### config.mk
export PLATFORM = sky130hd
export DESIGN_NAME = mac_ctrl_flat
export DESIGN_NICKNAME = d
export VERILOG_FILES = /design/src/rtl/mac_ctrl_pkg.sv /design/src/rtl/mac_ctrl_if.sv /design/src/rtl/mac_ctrl.sv /design/src/flat_wrapper.sv
export SDC_FILE = /design/constraint.sdc
export NUM_CORES = 1
export LEC_CHECK = 0
export ABC_AREA = 0
export BUFFER_PORTS_ARGS = -buffer_cell sky130_fd_sc_hd__buf_2
export CORE_ASPECT_RATIO = 1.75
export CORE_UTILIZATION = 51
export CTS_CLUSTER_SIZE = 24
export DETAILED_ROUTE_END_ITERATION = 8
export MAX_ROUTING_LAYER = met4
export PLACE_DENSITY = 0.83
export SLEW_MARGIN = 20
export SYNTH_ARGS = -nofsm -noshare
export SYNTH_HDL_FRONTEND = slang
export SYNTH_SLANG_ARGS = --single-unit
export TNS_END_PERCENT = 100
### constraint.sdc
create_clock -name clk -period 2.9 [get_ports clk]
set_input_delay 0.145 -clock clk [delete_from_list [all_inputs] [get_ports clk]]
set_output_delay 0.145 -clock clk [all_outputs]
set_load 0.005 [all_outputs]
### src/rtl/mac_ctrl_pkg.sv
// Shared widths, state encoding and helpers for the 3x3 MAC window controller.
// The width macros are defined here once so every file of the slice sees the
// same values; the package mirrors them as typed localparams.

`ifndef MAC_CTRL_WIDTHS
`define MAC_CTRL_WIDTHS
`define WID_FILTER  8
`define WID_MAC_OUT 20
`endif

package mac_ctrl_pkg;

   // Signed weight width and signed MAC result width (9 products of 8x8 bits).
   localparam int FILTER_W  = `WID_FILTER;
   localparam int MAC_OUT_W = `WID_MAC_OUT;

   // Number of filter taps and width of the weight index.
   localparam int NUM_TAPS = 9;
   localparam int ADDR_W   = 4;

   // Controller FSM states.
   typedef enum logic [1:0] {
      IDLE  = 2'd0,
      RUN   = 2'd1,
      DRAIN = 2'd2,
      DONE  = 2'd3
   } state_t;

   // True when a weight index names one of the nine real taps.
   function automatic logic isTapAddr(input logic [ADDR_W-1:0] addr);
      return addr < ADDR_W'(NUM_TAPS);
   endfunction

endpackage

### src/rtl/mac_ctrl_if.sv
// Bus bundle between the parent (window source, attached MAC, result sink)
// and the MAC controller. The master side is the parent, the slave side is
// the controller.

interface mac_ctrl_if
   import mac_ctrl_pkg::*;
#(
   parameter int CNT_W = 16
) ();

   // Weight configuration port.
   logic                        cfg_we;
   logic        [ADDR_W-1:0]    cfg_addr;
   logic signed [FILTER_W-1:0]  cfg_data;

   // Pass control.
   logic                        start;
   logic        [CNT_W-1:0]     num_windows;
   logic                        busy;
   logic                        done;

   // Window stream handshake.
   logic                        win_valid;
   logic                        win_ready;

   // Attached MAC: weights out, enable out, result back in.
   logic signed [FILTER_W-1:0]  filter_1;
   logic signed [FILTER_W-1:0]  filter_2;
   logic signed [FILTER_W-1:0]  filter_3;
   logic signed [FILTER_W-1:0]  filter_4;
   logic signed [FILTER_W-1:0]  filter_5;
   logic signed [FILTER_W-1:0]  filter_6;
   logic signed [FILTER_W-1:0]  filter_7;
   logic signed [FILTER_W-1:0]  filter_8;
   logic signed [FILTER_W-1:0]  filter_9;
   logic                        mac_enable;
   logic signed [MAC_OUT_W-1:0] mac_result;

   // Result stream.
   logic                        out_valid;
   logic signed [MAC_OUT_W-1:0] out_data;

   modport master (
      output cfg_we, cfg_addr, cfg_data, start, num_windows, win_valid, mac_result,
      input  win_ready, busy, done, mac_enable, out_valid, out_data,
      input  filter_1, filter_2, filter_3, filter_4, filter_5,
      input  filter_6, filter_7, filter_8, filter_9
   );

   modport slave (
      input  cfg_we, cfg_addr, cfg_data, start, num_windows, win_valid, mac_result,
      output win_ready, busy, done, mac_enable, out_valid, out_data,
      output filter_1, filter_2, filter_3, filter_4, filter_5,
      output filter_6, filter_7, filter_8, filter_9
   );

endinterface

### src/rtl/mac_ctrl.sv
// Controller for an externally instantiated 3x3 MAC. It holds the nine
// weights, accepts num_windows windows per pass, tracks each accepted window
// through a MAC_LAT-deep valid pipe to time mac_enable and out_valid, and
// pulses done once the last result has left the pipe.

module mac_ctrl
   import mac_ctrl_pkg::*;
#(
   parameter int MAC_LAT = 3,
   parameter int CNT_W   = 16
) (
   input  logic     clk,
   input  logic     rst,
   mac_ctrl_if.slave bus
);

   // Marks the oldest pipe slot; it is the one presenting out_valid.
   localparam logic [MAC_LAT-1:0] TOP_SLOT = MAC_LAT'(1) << (MAC_LAT - 1);

   state_t                      state;
   state_t                      stateNext;
   logic        [CNT_W-1:0]     winCount;
   logic        [CNT_W-1:0]     numLatched;
   logic        [MAC_LAT-1:0]   validPipe;
   logic        [MAC_LAT:0]     slotValid;
   logic signed [FILTER_W-1:0]  weights [NUM_TAPS];
   logic                        zeroDone;
   logic                        accept;
   logic                        startAccept;
   logic                        lastAccept;
   logic                        weightWrite;
   logic                        winReady;
   logic                        busyOut;
   logic                        doneOut;

   assign accept      = bus.win_valid && (state == RUN);
   assign startAccept = bus.start && (state == IDLE);
   assign lastAccept  = accept && ((winCount + CNT_W'(1)) == numLatched);
   assign weightWrite = bus.cfg_we && (state == IDLE) && isTapAddr(bus.cfg_addr);

   // slotValid[k] is set when a window was accepted k cycles ago.
   assign slotValid = {validPipe, accept};

   assign bus.mac_enable = slotValid[MAC_LAT-1];
   assign bus.out_valid  = slotValid[MAC_LAT];
   assign bus.out_data   = slotValid[MAC_LAT] ? bus.mac_result : '0;
   assign bus.win_ready  = winReady;
   assign bus.busy       = busyOut;
   assign bus.done       = doneOut;

   assign bus.filter_1 = weights[0];
   assign bus.filter_2 = weights[1];
   assign bus.filter_3 = weights[2];
   assign bus.filter_4 = weights[3];
   assign bus.filter_5 = weights[4];
   assign bus.filter_6 = weights[5];
   assign bus.filter_7 = weights[6];
   assign bus.filter_8 = weights[7];
   assign bus.filter_9 = weights[8];

   // State register, window counter, valid pipe and the zero-length done flag.
   always_ff @(posedge clk) begin
      if (rst) begin
         state      <= IDLE;
         winCount   <= '0;
         numLatched <= '0;
         validPipe  <= '0;
         zeroDone   <= 1'b0;
      end else begin
         state     <= stateNext;
         validPipe <= slotValid[MAC_LAT-1:0];
         zeroDone  <= startAccept && (bus.num_windows == '0);
         if (startAccept) begin
            winCount   <= '0;
            numLatched <= bus.num_windows;
         end else if (accept) begin
            winCount <= winCount + CNT_W'(1);
         end
      end
   end

   // Weight registers; only written while idle so a pass sees stable weights.
   always_ff @(posedge clk) begin
      if (rst) begin
         for (int i = 0; i < NUM_TAPS; i++) begin
            weights[i] <= '0;
         end
      end else if (weightWrite) begin
         for (int i = 0; i < NUM_TAPS; i++) begin
            if (bus.cfg_addr == ADDR_W'(i)) begin
               weights[i] <= bus.cfg_data;
            end
         end
      end
   end

   // Next-state and handshake/status outputs; DRAIN leaves when only the
   // result now on out_valid remains, so done follows the last result directly.
   always_comb begin
      stateNext = state;
      winReady  = 1'b0;
      busyOut   = (state != IDLE);
      doneOut   = zeroDone;
      case (state)
         IDLE: begin
            if (bus.start && (bus.num_windows != '0)) begin
               stateNext = RUN;
            end
         end
         RUN: begin
            winReady = 1'b1;
            if (lastAccept) begin
               stateNext = DRAIN;
            end
         end
         DRAIN: begin
            if ((validPipe & ~TOP_SLOT) == '0) begin
               stateNext = DONE;
            end
         end
         DONE: begin
            doneOut   = 1'b1;
            stateNext = IDLE;
         end
         default: begin
            stateNext = IDLE;
         end
      endcase
   end

endmodule

### src/flat_wrapper.sv
// flat-port wrapper written by rule: the top's interface ports become plain ports
module mac_ctrl_flat import mac_ctrl_pkg::*;
#(
   parameter int MAC_LAT = 3,
   parameter int CNT_W   = 16
)
  (clk, rst, bus_cfg_we, bus_cfg_addr, bus_cfg_data, bus_start, bus_num_windows, bus_win_valid, bus_mac_result, bus_win_ready, bus_busy, bus_done, bus_mac_enable, bus_out_valid, bus_out_data, bus_filter_1, bus_filter_2, bus_filter_3, bus_filter_4, bus_filter_5, bus_filter_6, bus_filter_7, bus_filter_8, bus_filter_9);
  mac_ctrl_if #(.CNT_W(CNT_W)) bus_i ();
  input  logic clk;
  input  logic rst;
  input wire logic [$bits(bus_i.cfg_we)-1:0] bus_cfg_we;
  input wire logic [$bits(bus_i.cfg_addr)-1:0] bus_cfg_addr;
  input wire logic [$bits(bus_i.cfg_data)-1:0] bus_cfg_data;
  input wire logic [$bits(bus_i.start)-1:0] bus_start;
  input wire logic [$bits(bus_i.num_windows)-1:0] bus_num_windows;
  input wire logic [$bits(bus_i.win_valid)-1:0] bus_win_valid;
  input wire logic [$bits(bus_i.mac_result)-1:0] bus_mac_result;
  output wire logic [$bits(bus_i.win_ready)-1:0] bus_win_ready;
  output wire logic [$bits(bus_i.busy)-1:0] bus_busy;
  output wire logic [$bits(bus_i.done)-1:0] bus_done;
  output wire logic [$bits(bus_i.mac_enable)-1:0] bus_mac_enable;
  output wire logic [$bits(bus_i.out_valid)-1:0] bus_out_valid;
  output wire logic [$bits(bus_i.out_data)-1:0] bus_out_data;
  output wire logic [$bits(bus_i.filter_1)-1:0] bus_filter_1;
  output wire logic [$bits(bus_i.filter_2)-1:0] bus_filter_2;
  output wire logic [$bits(bus_i.filter_3)-1:0] bus_filter_3;
  output wire logic [$bits(bus_i.filter_4)-1:0] bus_filter_4;
  output wire logic [$bits(bus_i.filter_5)-1:0] bus_filter_5;
  output wire logic [$bits(bus_i.filter_6)-1:0] bus_filter_6;
  output wire logic [$bits(bus_i.filter_7)-1:0] bus_filter_7;
  output wire logic [$bits(bus_i.filter_8)-1:0] bus_filter_8;
  output wire logic [$bits(bus_i.filter_9)-1:0] bus_filter_9;
  assign bus_i.cfg_we = bus_cfg_we;
  assign bus_i.cfg_addr = bus_cfg_addr;
  assign bus_i.cfg_data = bus_cfg_data;
  assign bus_i.start = bus_start;
  assign bus_i.num_windows = bus_num_windows;
  assign bus_i.win_valid = bus_win_valid;
  assign bus_i.mac_result = bus_mac_result;
  assign bus_win_ready = bus_i.win_ready;
  assign bus_busy = bus_i.busy;
  assign bus_done = bus_i.done;
  assign bus_mac_enable = bus_i.mac_enable;
  assign bus_out_valid = bus_i.out_valid;
  assign bus_out_data = bus_i.out_data;
  assign bus_filter_1 = bus_i.filter_1;
  assign bus_filter_2 = bus_i.filter_2;
  assign bus_filter_3 = bus_i.filter_3;
  assign bus_filter_4 = bus_i.filter_4;
  assign bus_filter_5 = bus_i.filter_5;
  assign bus_filter_6 = bus_i.filter_6;
  assign bus_filter_7 = bus_i.filter_7;
  assign bus_filter_8 = bus_i.filter_8;
  assign bus_filter_9 = bus_i.filter_9;
  mac_ctrl #(.MAC_LAT(MAC_LAT), .CNT_W(CNT_W)) u_core (.clk(clk), .rst(rst), .bus(bus_i));
endmodule
==> flow_summary.toml, run 1 <==
[synthesis]
avgSynthCellArea_sq_um = 12.86
synth_top_area_share_pct = 46.83
ys_seq_elements = 110
ys.flop_type = "edfxtp_1"
synth_area_sq_um = 4617
synth_area_leader_cell = "edfxtp_1"
netlist_top_cells_area = "edfxtp_1 47%, dfxtp_1 16%, and2_1 4.1%"
synth-seq-area-share_pct = 63.31
yosysWarnings = 0
synth-async-reset-ratio_pct = 0
netlist_instances = 359
synth_edf_count = 72
ys_types = 56
syn_nets = 418

[clock_network]
post-cts-setup-buffers = 0
holdBufCountCts = 0
cts-htree-levels = 3
cts_buffer_depth = 2
cts_inserted_buffers = 9
cts_tree = "done"
cts_resized = 0
cts_root_buf = "clkbuf_16"
clock_sinks = 110
clk_pin_slew_ns = 0.07
clk_latency_ns = 0.36

[place]
hpwlAfterDp_mm = 8.078
dp_cells = 620
io_buffer_count = 149
pre_cts_ws_ns = 0.2552
place_area_sq_um = 5461
gp_congestion = 0.9516

[detailed_routing]
wl_per_cell_microns = 16.55
dr.pass1.iters = 5
drtIter0Drc = 202
dr_total_vias = 3419
via_per_inst = 5.376
wl_mm = 10.53
drc = 0
ant_nets = 0

[final_layout]
diodes = 0
stdcell_count = 636
final_area_sq_um = 5782
layout_commonest_cell = "buf_2"
finalNetCount = 573
final_cell_mix = "149 x buf_2, 72 x edfxtp_1, 38 x dfxtp_1"
fillerInstances = 641
syn_to_final_growth_pct = 25.23
drive_gt1_share_pct = 36.61

[global_routing]
grt.total_usage_pct = 23.36
antenna_found_initial = 0
grt_pass1_vias = 3168
grt-ovfl-total = 0
grt_pass1_wl_mm = 15.67
grt_max_degree = 22

[power]
power.density_nw_per_um2 = 671.1
p_int_uw = 2820
swShare_pct = 27.31
comb_power_share_pct = 17.0
power_uw = 3880
p_leak_uw = 0.002483
peakVddDrop_mv = 0.4484
p_sw_uw = 1060
seqPwrFrac_pct = 49.9
pwr-share-clk_pct = 33.2

[sta]
tightest_slew_ns = 0.6172
finalSetupViolations = 0
hold_violations = 0
period_needed_ns = 2.670
rsz0062_at_grt = "no"
post-route-period-util_pct = 92.06
maxSlewHeadroom_pct = 58.75
setup_ws_ns = 0.2304
finClkSkew_ns = 0.007946
slew_violations = 0
fmax_mhz = 374.6
setup_tns_ns = 0

[worst_setup_path]
cp-end-kind = "flip-flop"
required_ns = 3.14
critPathSlowestCell = "dfxtp_1"
crit_fanout = 8
max_stage_delay_ns = 0.41
worstSetupStartpointType = "flip-flop"
crit_type = "reg -> reg"
crit_chain = "ha_1 -> nand4_2 -> or2_1 -> xnor2_1 -> a2111oi_2 -> o2111ai_1 -> a2111oi_4 -> o21ai_1 -> o311a_1"
critPathArrivalTime_ns = 2.91

[floorplanning]
core_sq_um = 8727
initial_utilization_pct = 52.90
rows = 45
fp.dieArea_sq_um = 9452
boundaryPins = 150
die_h_microns = 127.9
die_w_microns = 73.93

[run]
drv_cap = 0

[run_status]
outcome = "finished clean"

[worst_hold_path]
hp-class = "in -> reg"
-- power groups by stage --
stage | Sequential, uW | Combinational [uW] | Clock, uW
6_report | 1940 | 658 | 1290
5_1_grt | 1950 | 723 | 1350
3_3_place_gp | 1960 | 634 | 0
4_1_cts | 1930 | 658 | 1290
2_1_floorplan | 1960 | 374 | 0
3_5_place_dp | 1970 | 655 | 0
-- cell type report --
cell class	instances	area [sq um]	share of cell area (%)
inverter	7	26.28	0.4544
clock buffer	9	225.2	3.895
tap	117	146.4	2.532
sequential	110	2923	50.55
timing repair buffer	162	843.3	14.59
multi-input combinational	224	1523	26.34
clock inverter	7	95.09	1.645
-- critical path: cells and delay by family, from the launching register on --
family / cells / cell delay [ns]
and+or+nand+nor: 2 / 0.53
AOI/OAI and AO/OA: 5 / 1.14
DFF: 1 / 0.41
xor gates and xnor gates: 1 / 0.18
adders and majority gates: 1 / 0.29
-- sequential cells by signal, indices dropped and copies added (netlist names) --
register and flops:
u_core.winCount 16, u_core.state 2, u_core.validPipe 3, u_core.weights 72
u_core.zeroDone 1, u_core.numLatched 16
-- cells in the mapped netlist (all sizes together), types with 8 or more instances --
| master | number |
|---|---|
| nand2 | 23 |
| xnor2 | 15 |
| a22o | 15 |
| nor2 | 25 |
| dfxtp | 38 |
| o21ai | 12 |
| edfxtp | 72 |
| nand4 | 8 |
| nor4 | 8 |
| xor2 | 14 |
| nand3 | 11 |
| clkbuf | 11 |
| nor3 | 8 |
| and2 | 30 |
-- through the flow --
| step | hold WS [ns] | util (%) |
|---|---|---|
| after floorplan | 0.2536 | - |
| after global placement | 0.3692 | 62.58 |
| after detailed placement | 0.3766 | 62.58 |
| after CTS | 0.01515 | 66.25 |
| after global routing | 0.02458 | 66.25 |
| final | 0.01476 | 66.25 |
-- layer usage --
layer | global-route usage, % | part of all wire (%)
met5 | - | 0
met4 | 16.18 | 6.2
met3 | 3.538 | 5.7
met2 | 40.53 | 53
met1 | 23.06 | 35
-- path summary, 6_finish.rpt --
path / slack [ns] / depth (start not counted) / endpoint / startpoint
hold reg to reg: 0.47 / 1 / u_core.validPipe[1]$_SDFF_PP0_ / u_core.validPipe[0]$_SDFF_PP0_
hold / removal: 0.01 / 2 / u_core.numLatched[11]$_SDFFE_PP0P_ / bus_num_windows[11]
setup / recovery: 0.23 / 9 / u_core.state[0]$_SDFFE_PP0P_ / u_core.winCount[1]$_SDFFE_PP0P_
setup reg to reg: 0.23 / 9 / u_core.state[0]$_SDFFE_PP0P_ / u_core.winCount[1]$_SDFFE_PP0P_
-- kinds of logic (layout without fill, tap and decap cells) --
kind of cell    after synthesis  count (layout)  share of synthesized area (%)
flops                       110             110                          63.31
buf+inv                      25             185                          3.713
fa+ha+maj                     6               6                          1.626
mux                           1               1                         0.2168
compound gates               56              56                          9.594
xor+xnor                     29              29                          5.501
simple gates                132             132                          16.04
Power figures use the tool's default switching activity.
==> run 2: changes to the inputs <==
==> constraint.sdc (replaced) <==
create_clock -name clk -period 2.9 [get_ports clk]
set_input_delay 0.58 -clock clk [delete_from_list [all_inputs] [get_ports clk]]
set_output_delay 0.58 -clock clk [all_outputs]
set_load 0.005 [all_outputs]
==> flow_summary.toml, run 2 (synthesis gave the netlist of run 1 again) <==
[detailed_routing]
dr.pass1.iters = 4
wl_per_cell_microns = 16.29
dr_total_vias = 3409
ant_nets = 0
drtIter0Drc = 279
via_per_inst = 5.360
drc = 0
wl_mm = 10.36

[final_layout]
layout_commonest_cell = "buf_2"
final_cell_mix = "149 x buf_2, 72 x edfxtp_1, 38 x dfxtp_1"
finalNetCount = 573
ff_latch_area_sq_um = 2923
syn_to_final_growth_pct = 24.34
fillerInstances = 627
final_area_sq_um = 5741
diodes = 0
drive_gt1_share_pct = 36.42
largest_reg_flops = 72
largest_registers = "u_core.weights x72, u_core.numLatched x16, u_core.winCount x16"
regMostFlops = "u_core.weights"
multi_input_area_sq_um = 1523

[clock_network]
clk_latency_ns = 0.35
cts_buffer_depth = 2
cts-htree-levels = 3
post-cts-setup-buffers = 0
clk_pin_slew_ns = 0.07
cts_inserted_buffers = 9
holdBufCountCts = 0
cts_tree = "done"
cts_root_buf = "clkbuf_16"
clock_sinks = 110
cts_resized = 0

[sta]
hold_violations = 0
period_needed_ns = 2.634
setup_tns_ns = 0
maxSlewHeadroom_pct = 48.51
fmax_mhz = 379.7
finClkSkew_ns = 0.006500
post-route-period-util_pct = 90.81
rsz0062_at_grt = "no"
setup_ws_ns = 0.2664
slew_violations = 0
tightest_slew_ns = 0.7677
finalSetupViolations = 0

[power]
power_uw = 3736
power.density_nw_per_um2 = 650.9
p_leak_uw = 0.002464
peakVddDrop_mv = 0.4117

[floorplanning]
die_w_microns = 73.93
rows = 45
core_sq_um = 8727
die_h_microns = 127.9
fp.dieArea_sq_um = 9452
boundaryPins = 150
initial_utilization_pct = 52.90

[global_routing]
antenna_found_initial = 0
grt_pass1_vias = 3104
grt-ovfl-total = 0
grt_max_degree = 22
grt.total_usage_pct = 23.24
grt_pass1_wl_mm = 15.56

[worst_setup_path]
r2r-start = "u_core.winCount[1]$_SDFFE_PP0P_"
reg2reg_slack_ns = 0.27
crit_end = "u_core.state[0]$_SDFFE_PP0P_"
worstSetupStartpointType = "flip-flop"
crit_type = "reg -> reg"
critPathArrivalTime_ns = 2.87
r2r_cells = 9
required_ns = 3.14
crit_start = "u_core.winCount[1]$_SDFFE_PP0P_"
cp-end-kind = "flip-flop"
crit_fanout = 8
reg2reg_to = "u_core.state[0]$_SDFFE_PP0P_"

[place]
gp_congestion = 0.9243
pre_cts_ws_ns = 0.2737
place_area_sq_um = 5461
io_buffer_count = 149
hpwlAfterDp_mm = 7.919

[run]
drv_cap = 0

[worst_hold_path]
min_from = "bus_num_windows[9]"
hp-class = "in -> reg"

[run_status]
outcome = "finished clean"
run 2: cell type report:
class | instances | area share, %
Tap cell | 117 | 2.550
Clock buffer | 9 | 3.923
Inverter | 7 | 0.4577
Timing Repair Buffer | 162 | 14.69
Multi-Input combinational cell | 224 | 26.53
Clock inverter | 7 | 0.9372
Sequential cell | 110 | 50.92
run 2: report_power, final:
part           switching [uW]  internal (uW)
sequential               95.6           1840
clock                     552            594
combinational             372            283
total                    1020           2720
run 2: metal layers:
metal  routed length, microns  up-vias  share of wire (%)  global-route usage (%)
met4                      479        0                4.6                   14.03
met2                     5634      154                 54                   40.43
li1                         -     1626                  -                       -
met5                        0        -                  0                       -
met1                     3667     1598                 35                   23.22
met3                      578       31                5.6                   4.403
run 2: worst min path at each step:
stage	to	slack, ns	cells after the start
after CTS	u_core.numLatched[7]$_SDFFE_PP0P_	0.45	2
after global placement	u_core.validPipe[1]$_SDFF_PP0_	0.45	1
after floorplan	u_core.validPipe[1]$_SDFF_PP0_	0.43	1
after detailed placement	u_core.validPipe[1]$_SDFF_PP0_	0.46	1
final	u_core.numLatched[9]$_SDFFE_PP0P_	0.46	2
after global routing	u_core.numLatched[10]$_SDFFE_PP0P_	0.46	2
run 2: per-stage QoR:
step                util, %  cells  hold WS, ns
floorplan                 -    359       0.4324
global placement      62.58    620       0.4500
detailed placement    62.58    620       0.4588
CTS                   65.78    636       0.4453
global route          65.78    636       0.4632
finish                65.78    636       0.4563
run 2: critical path: stages (launching register included):
cell,delay [ns]
dfxtp_1,0.41
ha_1,0.29
nand4_2,0.16
or2_1,0.37
xnor2_1,0.17
a2111oi_2,0.36
o2111ai_1,0.23
a2111oi_4,0.32
o21ai_1,0.10
o311a_1,0.12
==> run 3: changes to the inputs <==
--- a/config.mk
+++ b/config.mk
@@ -6,13 +6,13 @@
 export NUM_CORES = 1
 export LEC_CHECK = 0
 export ABC_AREA = 0
-export BUFFER_PORTS_ARGS = -buffer_cell sky130_fd_sc_hd__buf_2
 export CORE_ASPECT_RATIO = 1.75
-export CORE_UTILIZATION = 51
+export CORE_UTILIZATION = 56
 export CTS_CLUSTER_SIZE = 24
 export DETAILED_ROUTE_END_ITERATION = 8
+export DONT_BUFFER_PORTS = 1
 export MAX_ROUTING_LAYER = met4
-export PLACE_DENSITY = 0.83
+export PLACE_DENSITY = 0.75
 export SLEW_MARGIN = 20
 export SYNTH_ARGS = -nofsm -noshare
 export SYNTH_HDL_FRONTEND = slang
==> constraint.sdc (replaced) <==
create_clock -name clk -period 3.3 [get_ports clk]
set_input_delay 0.66 -clock clk [delete_from_list [all_inputs] [get_ports clk]]
set_output_delay 0.66 -clock clk [all_outputs]
set_load 0.005 [all_outputs]
==> flow_summary.toml, run 3 (synthesis gave the netlist of run 1 again) <==
[floorplanning]
fp.dieArea_sq_um = 8626
boundaryPins = 150
initial_utilization_pct = 57.98
die_h_microns = 122.1
core_sq_um = 7963
rows = 43
die_w_microns = 70.64

[sta]
slew_violations = 0
period_needed_ns = 2.695
rsz0062_at_grt = "no"
fmax_mhz = 371.1
post-route-period-util_pct = 81.66
finClkSkew_ns = 0.007168
whs_ns = 0.3759
finalSetupViolations = 0
setup_ws_ns = 0.6053
maxSlewHeadroom_pct = 32.26
tightest_slew_ns = 1.012
hold_violations = 0
setup_tns_ns = 0

[worst_setup_path]
critPathArrivalTime_ns = 2.93
cp-end-kind = "flip-flop"
crit_fanout = 8
required_ns = 3.53
reg2reg_slack_ns = 0.61
worstSetupStartpointType = "flip-flop"
crit_type = "reg -> reg"

[clock_network]
post-cts-setup-buffers = 0
cts_tree = "done"
holdBufCountCts = 0
cts_buffer_depth = 2
clock_sinks = 110
cts-htree-levels = 3
cts_inserted_buffers = 9
clk_pin_slew_ns = 0.07
cts_root_buf = "clkbuf_16"
clk_latency_ns = 0.35
cts_resized = 0

[global_routing]
grt-ovfl-total = 0
grt.total_usage_pct = 23.12
antenna_found_initial = 0
grt_pass1_wl_mm = 14.12
grt_max_degree = 22
grt_pass1_vias = 2720

[run_status]
violations = "DRC"
outcome = "finished with violations"

[detailed_routing]
drc = 32
wl_mm = 9.401
routed.top_layer = "met4"
drtIter0Drc = 206
wl_met1_mm = 3.181
ant_nets = 0
dr.pass1.iters = 7
wl_met3_microns = 599
dr_total_vias = 2805
wl_per_cell_microns = 20.71
via_per_inst = 6.178
met2_length_mm = 5.151

[final_layout]
diodes = 0
layout_commonest_cell = "edfxtp_1"
drive_gt1_share_pct = 10.44
largest_reg_flops = 72
fillerInstances = 622
syn_to_final_growth_pct = 7.642
largest_registers = "u_core.weights x72, u_core.numLatched x16, u_core.winCount x16"
regMostFlops = "u_core.weights"
final_cell_mix = "72 x edfxtp_1, 38 x dfxtp_1, 30 x and2_1"
finalNetCount = 418

[place]
hpwlAfterDp_mm = 7.052
pre_cts_ws_ns = 0.6173
gp_congestion = 0.9192
io_buffer_count = 0

[power]
power.density_nw_per_um2 = 656.3
p_leak_uw = 0.001789
peakVddDrop_mv = 0.3507

[worst_hold_path]
hp-class = "in -> reg"

[run]
drv_cap = 0
run 3: cell types whose count changed in the layout (fill, tap and decap cells not counted), sizes merged:
cell / previous run / this run
buf: 162 / 7
clkinv: 2 / 1
bufinv: 0 / 1
run 3: through the flow:
| stage | std cells | total power [uW] | cell area, sq um | utilization (%) |
|---|---|---|---|---|
| after floorplan | 359 | 2048 | 4617 | - |
| after global placement | 438 | 2172 | 4652 | 58.42 |
| after detailed placement | 438 | 2188 | 4652 | 58.42 |
| after CTS | 454 | 3282 | 4966 | 62.37 |
| after global routing | 454 | 3390 | 4970 | 62.41 |
| final | 454 | 3262 | 4970 | 62.41 |
run 3: worst max-delay path: stages, from the launching register on:
cell and delay [ns]:
dfxtp_1 0.46, ha_1 0.30, nand4_2 0.16, or2_1 0.36, xnor2_1 0.17, a2111oi_2 0.36
o2111ai_1 0.21, a2111oi_4 0.32, o21ai_1 0.10, o311a_1 0.13
run 3: where the power goes:
part | internal (uW) | switching [uW] | total, uW | leakage (uW)
combinational | 160 | 269 | 429 | 0.000585
clock | 608 | 496 | 1100 | 0.000152
sequential | 1620 | 108 | 1730 | 0.00105
run 3: path summary, 6_finish.rpt:
kind | startpoint | cells past startpoint | endpoint
max | u_core.winCount[0]$_SDFFE_PP0P_ | 9 | u_core.state[0]$_SDFFE_PP0P_
min | rst | 1 | u_core.validPipe[2]$_SDFF_PP0_
max reg2reg | u_core.winCount[0]$_SDFFE_PP0P_ | 9 | u_core.state[0]$_SDFFE_PP0P_
min reg2reg | u_core.validPipe[0]$_SDFF_PP0_ | 1 | u_core.validPipe[1]$_SDFF_PP0_
run 3: final cells by class:
type | count | area [sq um] | share of cell area, %
Multi-Input combinational cell | 224 | 1541 | 31.02
Clock inverter | 7 | 88.84 | 1.788
Timing Repair Buffer | 7 | 52.55 | 1.057
Tap cell | 90 | 112.6 | 2.266
Clock buffer | 9 | 225.2 | 4.532
Inverter | 7 | 26.28 | 0.5287
Sequential cell | 110 | 2923 | 58.81
run 3: layer usage:
metal / track usage [%] / up-vias
met5: - / -
met2: 40.72 / 119
met4: 16.38 / 0
met3: 6.038 / 27
li1: - / 1313
met1: 21.51 / 1346
